`src/rtl/pio_key_debounce.sv`:
```
// -----------------------------------------------------------------------------
// pio_key_debounce
//
// Conditions raw push-button pins before they reach the HPS button PIO export.
// Each channel is handled independently:
//   raw pin -> 2-flop synchronizer -> polarity normalisation -> counter-based
//   debounce -> debounced "pressed" level plus one-cycle press/release pulses.
//
// A new level is accepted only after it has been seen on DEBOUNCE_CYCLES
// consecutive clocks. Any excursion shorter than that is discarded completely.
// No partial credit survives a bounce.
//
// Parameters:
//   NUM_KEYS        number of independent key channels
//   CNT_W           width of each debounce counter
//   DEBOUNCE_CYCLES stable cycles needed to accept a new level,
//                   legal range 2 .. 2**CNT_W-1
//   KEY_ACTIVE_LOW  1: pin reads 0 when pressed, 0: pin reads 1 when pressed
//
// Ports:
//   clk_clk        system clock (50 MHz)
//   reset_reset_n  asynchronous active-low reset
//   key_raw        asynchronous raw button pins
//   key_db         debounced level, active-high "pressed"
//   press_pulse    one-cycle pulse when key_db rises
//   release_pulse  one-cycle pulse when key_db falls
//   any_pressed    OR of key_db
// -----------------------------------------------------------------------------
module pio_key_debounce #(
    parameter int unsigned NUM_KEYS        = 4,
    parameter int unsigned CNT_W           = 20,
    parameter int unsigned DEBOUNCE_CYCLES = 1000000,
    parameter bit          KEY_ACTIVE_LOW  = 1'b1
) (
    input  logic                clk_clk,
    input  logic                reset_reset_n,
    input  logic [NUM_KEYS-1:0] key_raw,
    output logic [NUM_KEYS-1:0] key_db,
    output logic [NUM_KEYS-1:0] press_pulse,
    output logic [NUM_KEYS-1:0] release_pulse,
    output logic                any_pressed
);

    // Raw pin level of a released key; the synchronizer resets to it so that
    // reset release never looks like a key edge.
    localparam logic [NUM_KEYS-1:0] INACTIVE_LVL = {NUM_KEYS{KEY_ACTIVE_LOW}};

    // Counter value on the clock edge that accepts the new level.
    localparam logic [CNT_W-1:0] LAST_CNT = CNT_W'(DEBOUNCE_CYCLES - 1);

    // A channel is STABLE while its synchronized level matches key_db and
    // COUNTING while it disagrees. The classification is derived each cycle
    // from registered values, so it needs no state register of its own.
    typedef enum logic {
        STABLE   = 1'b0,
        COUNTING = 1'b1
    } ch_state_e;

    logic [NUM_KEYS-1:0] sync1;
    logic [NUM_KEYS-1:0] sync2;
    logic [NUM_KEYS-1:0] pressed_s;

    logic [CNT_W-1:0]    cnt     [NUM_KEYS];
    logic [CNT_W-1:0]    cnt_nxt [NUM_KEYS];
    logic [NUM_KEYS-1:0] db_nxt;
    logic [NUM_KEYS-1:0] press_nxt;
    logic [NUM_KEYS-1:0] release_nxt;
    ch_state_e           ch_state [NUM_KEYS];

    // -------------------------------------------------------------------------
    // Two-flop synchronizer for the asynchronous pins.
    // -------------------------------------------------------------------------
    // NOTE: state registers use non-blocking assignment so every flop samples
    // the pre-edge value of its neighbour; blocking here would collapse the
    // two synchronizer stages into one.
    always_ff @(posedge clk_clk or negedge reset_reset_n) begin
        if (!reset_reset_n) begin
            sync1 <= INACTIVE_LVL;
            sync2 <= INACTIVE_LVL;
        end else begin
            sync1 <= key_raw;
            sync2 <= sync1;
        end
    end

    // From here on everything is active-high "pressed".
    assign pressed_s = sync2 ^ INACTIVE_LVL;

    // -------------------------------------------------------------------------
    // Next-state logic for all channels.
    // -------------------------------------------------------------------------
    // NOTE: every variable gets a default before any branch, so no path can
    // leave one unassigned and infer a latch.
    always_comb begin
        db_nxt      = key_db;
        press_nxt   = '0;
        release_nxt = '0;
        for (int i = 0; i < NUM_KEYS; i++) begin
            cnt_nxt[i]  = '0;
            ch_state[i] = (pressed_s[i] != key_db[i]) ? COUNTING : STABLE;

            unique case (ch_state[i])
                STABLE: begin
                    // Also covers a bounce back to the accepted level: the
                    // count restarts from zero on the next disagreement.
                    cnt_nxt[i] = '0;
                end
                COUNTING: begin
                    if (cnt[i] == LAST_CNT) begin
                        // Acceptance resets the counter, so it never wraps.
                        db_nxt[i]      = pressed_s[i];
                        press_nxt[i]   = pressed_s[i];
                        release_nxt[i] = ~pressed_s[i];
                    end else begin
                        cnt_nxt[i] = cnt[i] + CNT_W'(1);
                    end
                end
                default: cnt_nxt[i] = '0;
            endcase
        end
    end

    // -------------------------------------------------------------------------
    // Debounce state registers.
    // -------------------------------------------------------------------------
    // NOTE: the counter array is reset explicitly. It is a handful of flops,
    // not a RAM, and counting must restart from zero after any reset,
    // including one that arrives mid-count.
    always_ff @(posedge clk_clk or negedge reset_reset_n) begin
        if (!reset_reset_n) begin
            for (int i = 0; i < NUM_KEYS; i++) begin
                cnt[i] <= '0;
            end
            key_db        <= '0;
            press_pulse   <= '0;
            release_pulse <= '0;
        end else begin
            for (int i = 0; i < NUM_KEYS; i++) begin
                cnt[i] <= cnt_nxt[i];
            end
            key_db        <= db_nxt;
            press_pulse   <= press_nxt;
            release_pulse <= release_nxt;
        end
    end

    // OR of registered levels: no extra latency relative to key_db.
    assign any_pressed = |key_db;

endmodule

```
`config.mk`:
```
export PLATFORM = sky130hd
export DESIGN_NAME = pio_key_debounce
export DESIGN_NICKNAME = d
export VERILOG_FILES = /design/src/rtl/pio_key_debounce.sv
export SDC_FILE = /design/constraint.sdc
export NUM_CORES = 1
export LEC_CHECK = 0
export CORE_MARGIN = 5
export CORE_UTILIZATION = 35
export DETAILED_ROUTE_END_ITERATION = 8
export SKIP_CTS_REPAIR_TIMING = 1
export SLEW_MARGIN = 0
export SYNTH_ARGS = -nofsm -noshare
export SYNTH_HDL_FRONTEND = slang
export SYNTH_SLANG_ARGS = --single-unit
```
`constraint.sdc`:
```
create_clock -name clk_clk -period 5 [get_ports clk_clk]
set_input_delay 1.5 -clock clk_clk [delete_from_list [all_inputs] [get_ports clk_clk]]
set_output_delay 1.5 -clock clk_clk [all_outputs]
set_load 0.005 [all_outputs]
```
==> summary.txt <==
Outcome
  – Status: finished, final reports clean

Yosys
  – Post-Synthesis Cells: 467
  – #FFs+latches synth: 100
  – Ys async rst share: 1.00
  – Warnings, synthesis: 0
  – Cell Area, Synth: 0.00471 mm2
  – Syn avg cell area: between 10 and 15 um2
  – Post-synth top area share: 0.489
  – Ys flop type: dfrtp_1
  – Count leader, synth: dfrtp_1
  – Post-synth top cells: dfrtp_1, nor2_1, xnor2_1
  – Syn nets: ~480
  – Seq/Total Area, Yosys: 0.534
  – Post-synth top area cell: dfrtp_1
  – Post-synthesis cell type count: 36
  – Post-synth EDFFs: 0
  – Synth area leaders: dfrtp_1, xnor2_1, nor2_1, dfstp_2, or4_1

Finish
  – Layout area overhead: 14.5%
  – Multi-input logic area: roughly 0.0021 mm2
  – # nets final: between 400 and 500
  – Fill cells: about 1200
  – Post-route insts no fill: between 600 and 700
  – Ant diodes: 0
  – Post-layout util: 0.409
  – Register Area: ~0.0025 mm2
  – Layout cells sized above 1: 0.0816

Clock tree
  – CTS tree: done
  – Worst-path clk slew: 0.07 ns
  – Clock latency on the worst-skew pair: around 0.34 ns
  – CTS Buf Count: 9
  – Clock Sinks: 100
  – Clock root buffer: clkbuf_16
  – Max clock buf depth: 2
  – H-tree depth: 3

Setup path
  – Type of the worst setup path: register to primary output
  – Crit path launch type: register
  – Critical Path AT: about 1.8 ns
  – Worst flop-to-flop path endpoint: press_pulse[0]$_DFF_PN0_
  – R2R depth: 4
  – Reg2reg start: cnt[72]$_DFF_PN0_
  – Critical Path End Type: primary output
  – Crit-path max FO: 6
  – R2R setup slack: about 2.7 ns
  – Crit path required time: 3.50 ns

Floorplanning
  – Die area: between 0.015 and 0.02 mm2
  – Die Y: roughly 130 um
  – Row count: 42
  – Die width: 126 um
  – I/O pin count: 19
  – Starting Density: 0.357
  – Core area: around 0.013 mm2

Drt
  – Aggregate routed wire length: ~9.1 mm
  – DR DRC count: 0
  – 1st-pass router iterations: 4
  – Post-route ant nets: 0
  – Iter 0 DRT Violations: roughly 200
  – Via density: between 5 and 6
  – Avg WL per Cell: 13.6 um
  – Vias: 3435

Pwr
  – Internal power: 1.33 mW
  – VDD IR-drop max: ~0.00017 V
  – Static Leak: ~2.0 nW
  – Power Dens Cells: 310 mW/mm2
  – Clock share of power: 0.473
  – Combinational power share: 0.028
  – Switching Share: 0.207
  – Sw power: 0.346 mW
  – Reg power frac: 0.499

Timing
  – RSZ-0062 raised after global routing: false
  – Final TNS setup: 0 ns
  – Final Cycle Share: 0.663
  – Fmax: about 300 MHz
  – Worst slew pin tran: between 0.9 and 1 ns
  – Slew Limit Fails: 0
  – Fin. Hold Viols: 0
  – Slew HR: 0.400
  – Layout Skew: 0.00872 ns
  – Finish-stage setup viols: 0
  – Final min period: roughly 3.3 ns

GRT
  – Antenna violations before repair: 0
  – Tot GR Track Use: 0.119
  – Grt total ovfl: 0
  – Global-route wire length before repair: about 16 mm
  – Largest net degree at the start of global routing: 74
  – Vias in the first global route: approximately 3400

Min path
  – Type of the most critical hold path: register to register
  – Hold Path Sink: sync2[0]$_DFF_PN1_
  – Min-delay src: sync1[0]$_DFF_PN1_
  – Hold Path Stages: 0

Placement
  – Cell total after placement: 650
  – Port buffer count: 18
  – Hpwl dp: about 6.2 mm
  – Routability cong.: a little under 0.8

Run
  – Max-cap violation count: 0
==> worst max-delay path by stage <==
stage                  endpoint  cells after the start                  start
detailed placement  any_pressed                      2  key_db[1]$_DFFE_PN0P_
global placement    any_pressed                      2  key_db[1]$_DFFE_PN0P_
finish              any_pressed                      2  key_db[1]$_DFFE_PN0P_
global route        any_pressed                      2  key_db[1]$_DFFE_PN0P_
floorplan           any_pressed                      1  key_db[0]$_DFFE_PN0P_
CTS                 any_pressed                      2  key_db[1]$_DFFE_PN0P_
==> critical path, cell delays in order (launching register included) <==
cell,delay [ns]
dfrtp_1,0.48
or4_1,0.54
clkdlybuf4s50_1,0.46
==> metrics by stage <==
stage          worst slack [ns]  hold WS (ns)  total power [mW]  instance area, um2
4_1_cts                    1.66         0.359              1.69                5390
5_1_grt                    1.63         0.362              1.73                5390
2_1_floorplan              2.55         0.345             0.870                4710
3_3_place_gp               2.03         0.347             0.896                5050
6_report                   1.68         0.357              1.67                5390
3_5_place_dp               2.04         0.349             0.898                5050
==> metal layers <==
layer,vias up,track usage,share of wire
li1,1691,-,-
met1,1687,0.159,0.48
met2,46,0.194,0.48
met3,11,0.0216,0.027
met4,0,0.0448,0.016
met5,-,0,0
==> power groups by stage <==
| stage | Clock [mW] | Combinational (mW) | Sequential, mW |
|---|---|---|---|
| 5_1_grt | 0.844 | 0.0548 | 0.836 |
| 3_3_place_gp | 0 | 0.0475 | 0.849 |
| 3_5_place_dp | 0 | 0.0484 | 0.850 |
| 6_report | 0.791 | 0.0466 | 0.834 |
| 2_1_floorplan | 0 | 0.0232 | 0.847 |
| 4_1_cts | 0.806 | 0.0488 | 0.834 |
==> state kept, by name, summed over array words and instances, names as in the netlist <==
name	cells
cnt	80
key_db	4
press_pulse	4
release_pulse	4
sync1	4
sync2	4
==> cell type report <==
class	instances	area share
Clock inverter	6	0.0209
Timing Repair Buffer	20	0.0357
Multi-Input combinational cell	339	0.383
Inverter	15	0.0104
Tap cell	176	0.0409
Sequential cell	100	0.466
Clock buffer	10	0.0425
==> cells in the final DEF, fill, tap and decap left out, types with 2 or more instances in the layout <==
cell type,count
o21ai_0,21
and2_1,2
dfstp_2,8
and3_1,10
buf_4,3
nor2_1,59
o21ai_4,2
clkdlybuf4s50_1,17
or2_1,2
nand3_1,28
or4_1,21
nand2_1,28
ha_1,4
or3_1,18
nand4_1,17
o31ai_1,12
inv_1,15
nand3_2,2
xor2_1,18
xnor2_1,32
bufinv_16,3
clkbuf_16,9
clkinvlp_4,3
nor4b_1,3
or4b_1,2
or4_4,3
nor3_1,12
nor4_1,7
dfrtp_1,92
or2_2,4
a21oi_1,25
==> logic make-up (layout without fill, tap and decap cells) <==
logic type,Yosys count,in the layout,synth area share
buf+inv,28,51,0.0269
xor+xnor,50,50,0.0931
flops,100,100,0.534
simple gates,221,221,0.251
compound gates,64,64,0.0843
fa+ha+maj,4,4,0.0106
(Power assumes the default switching activity.)
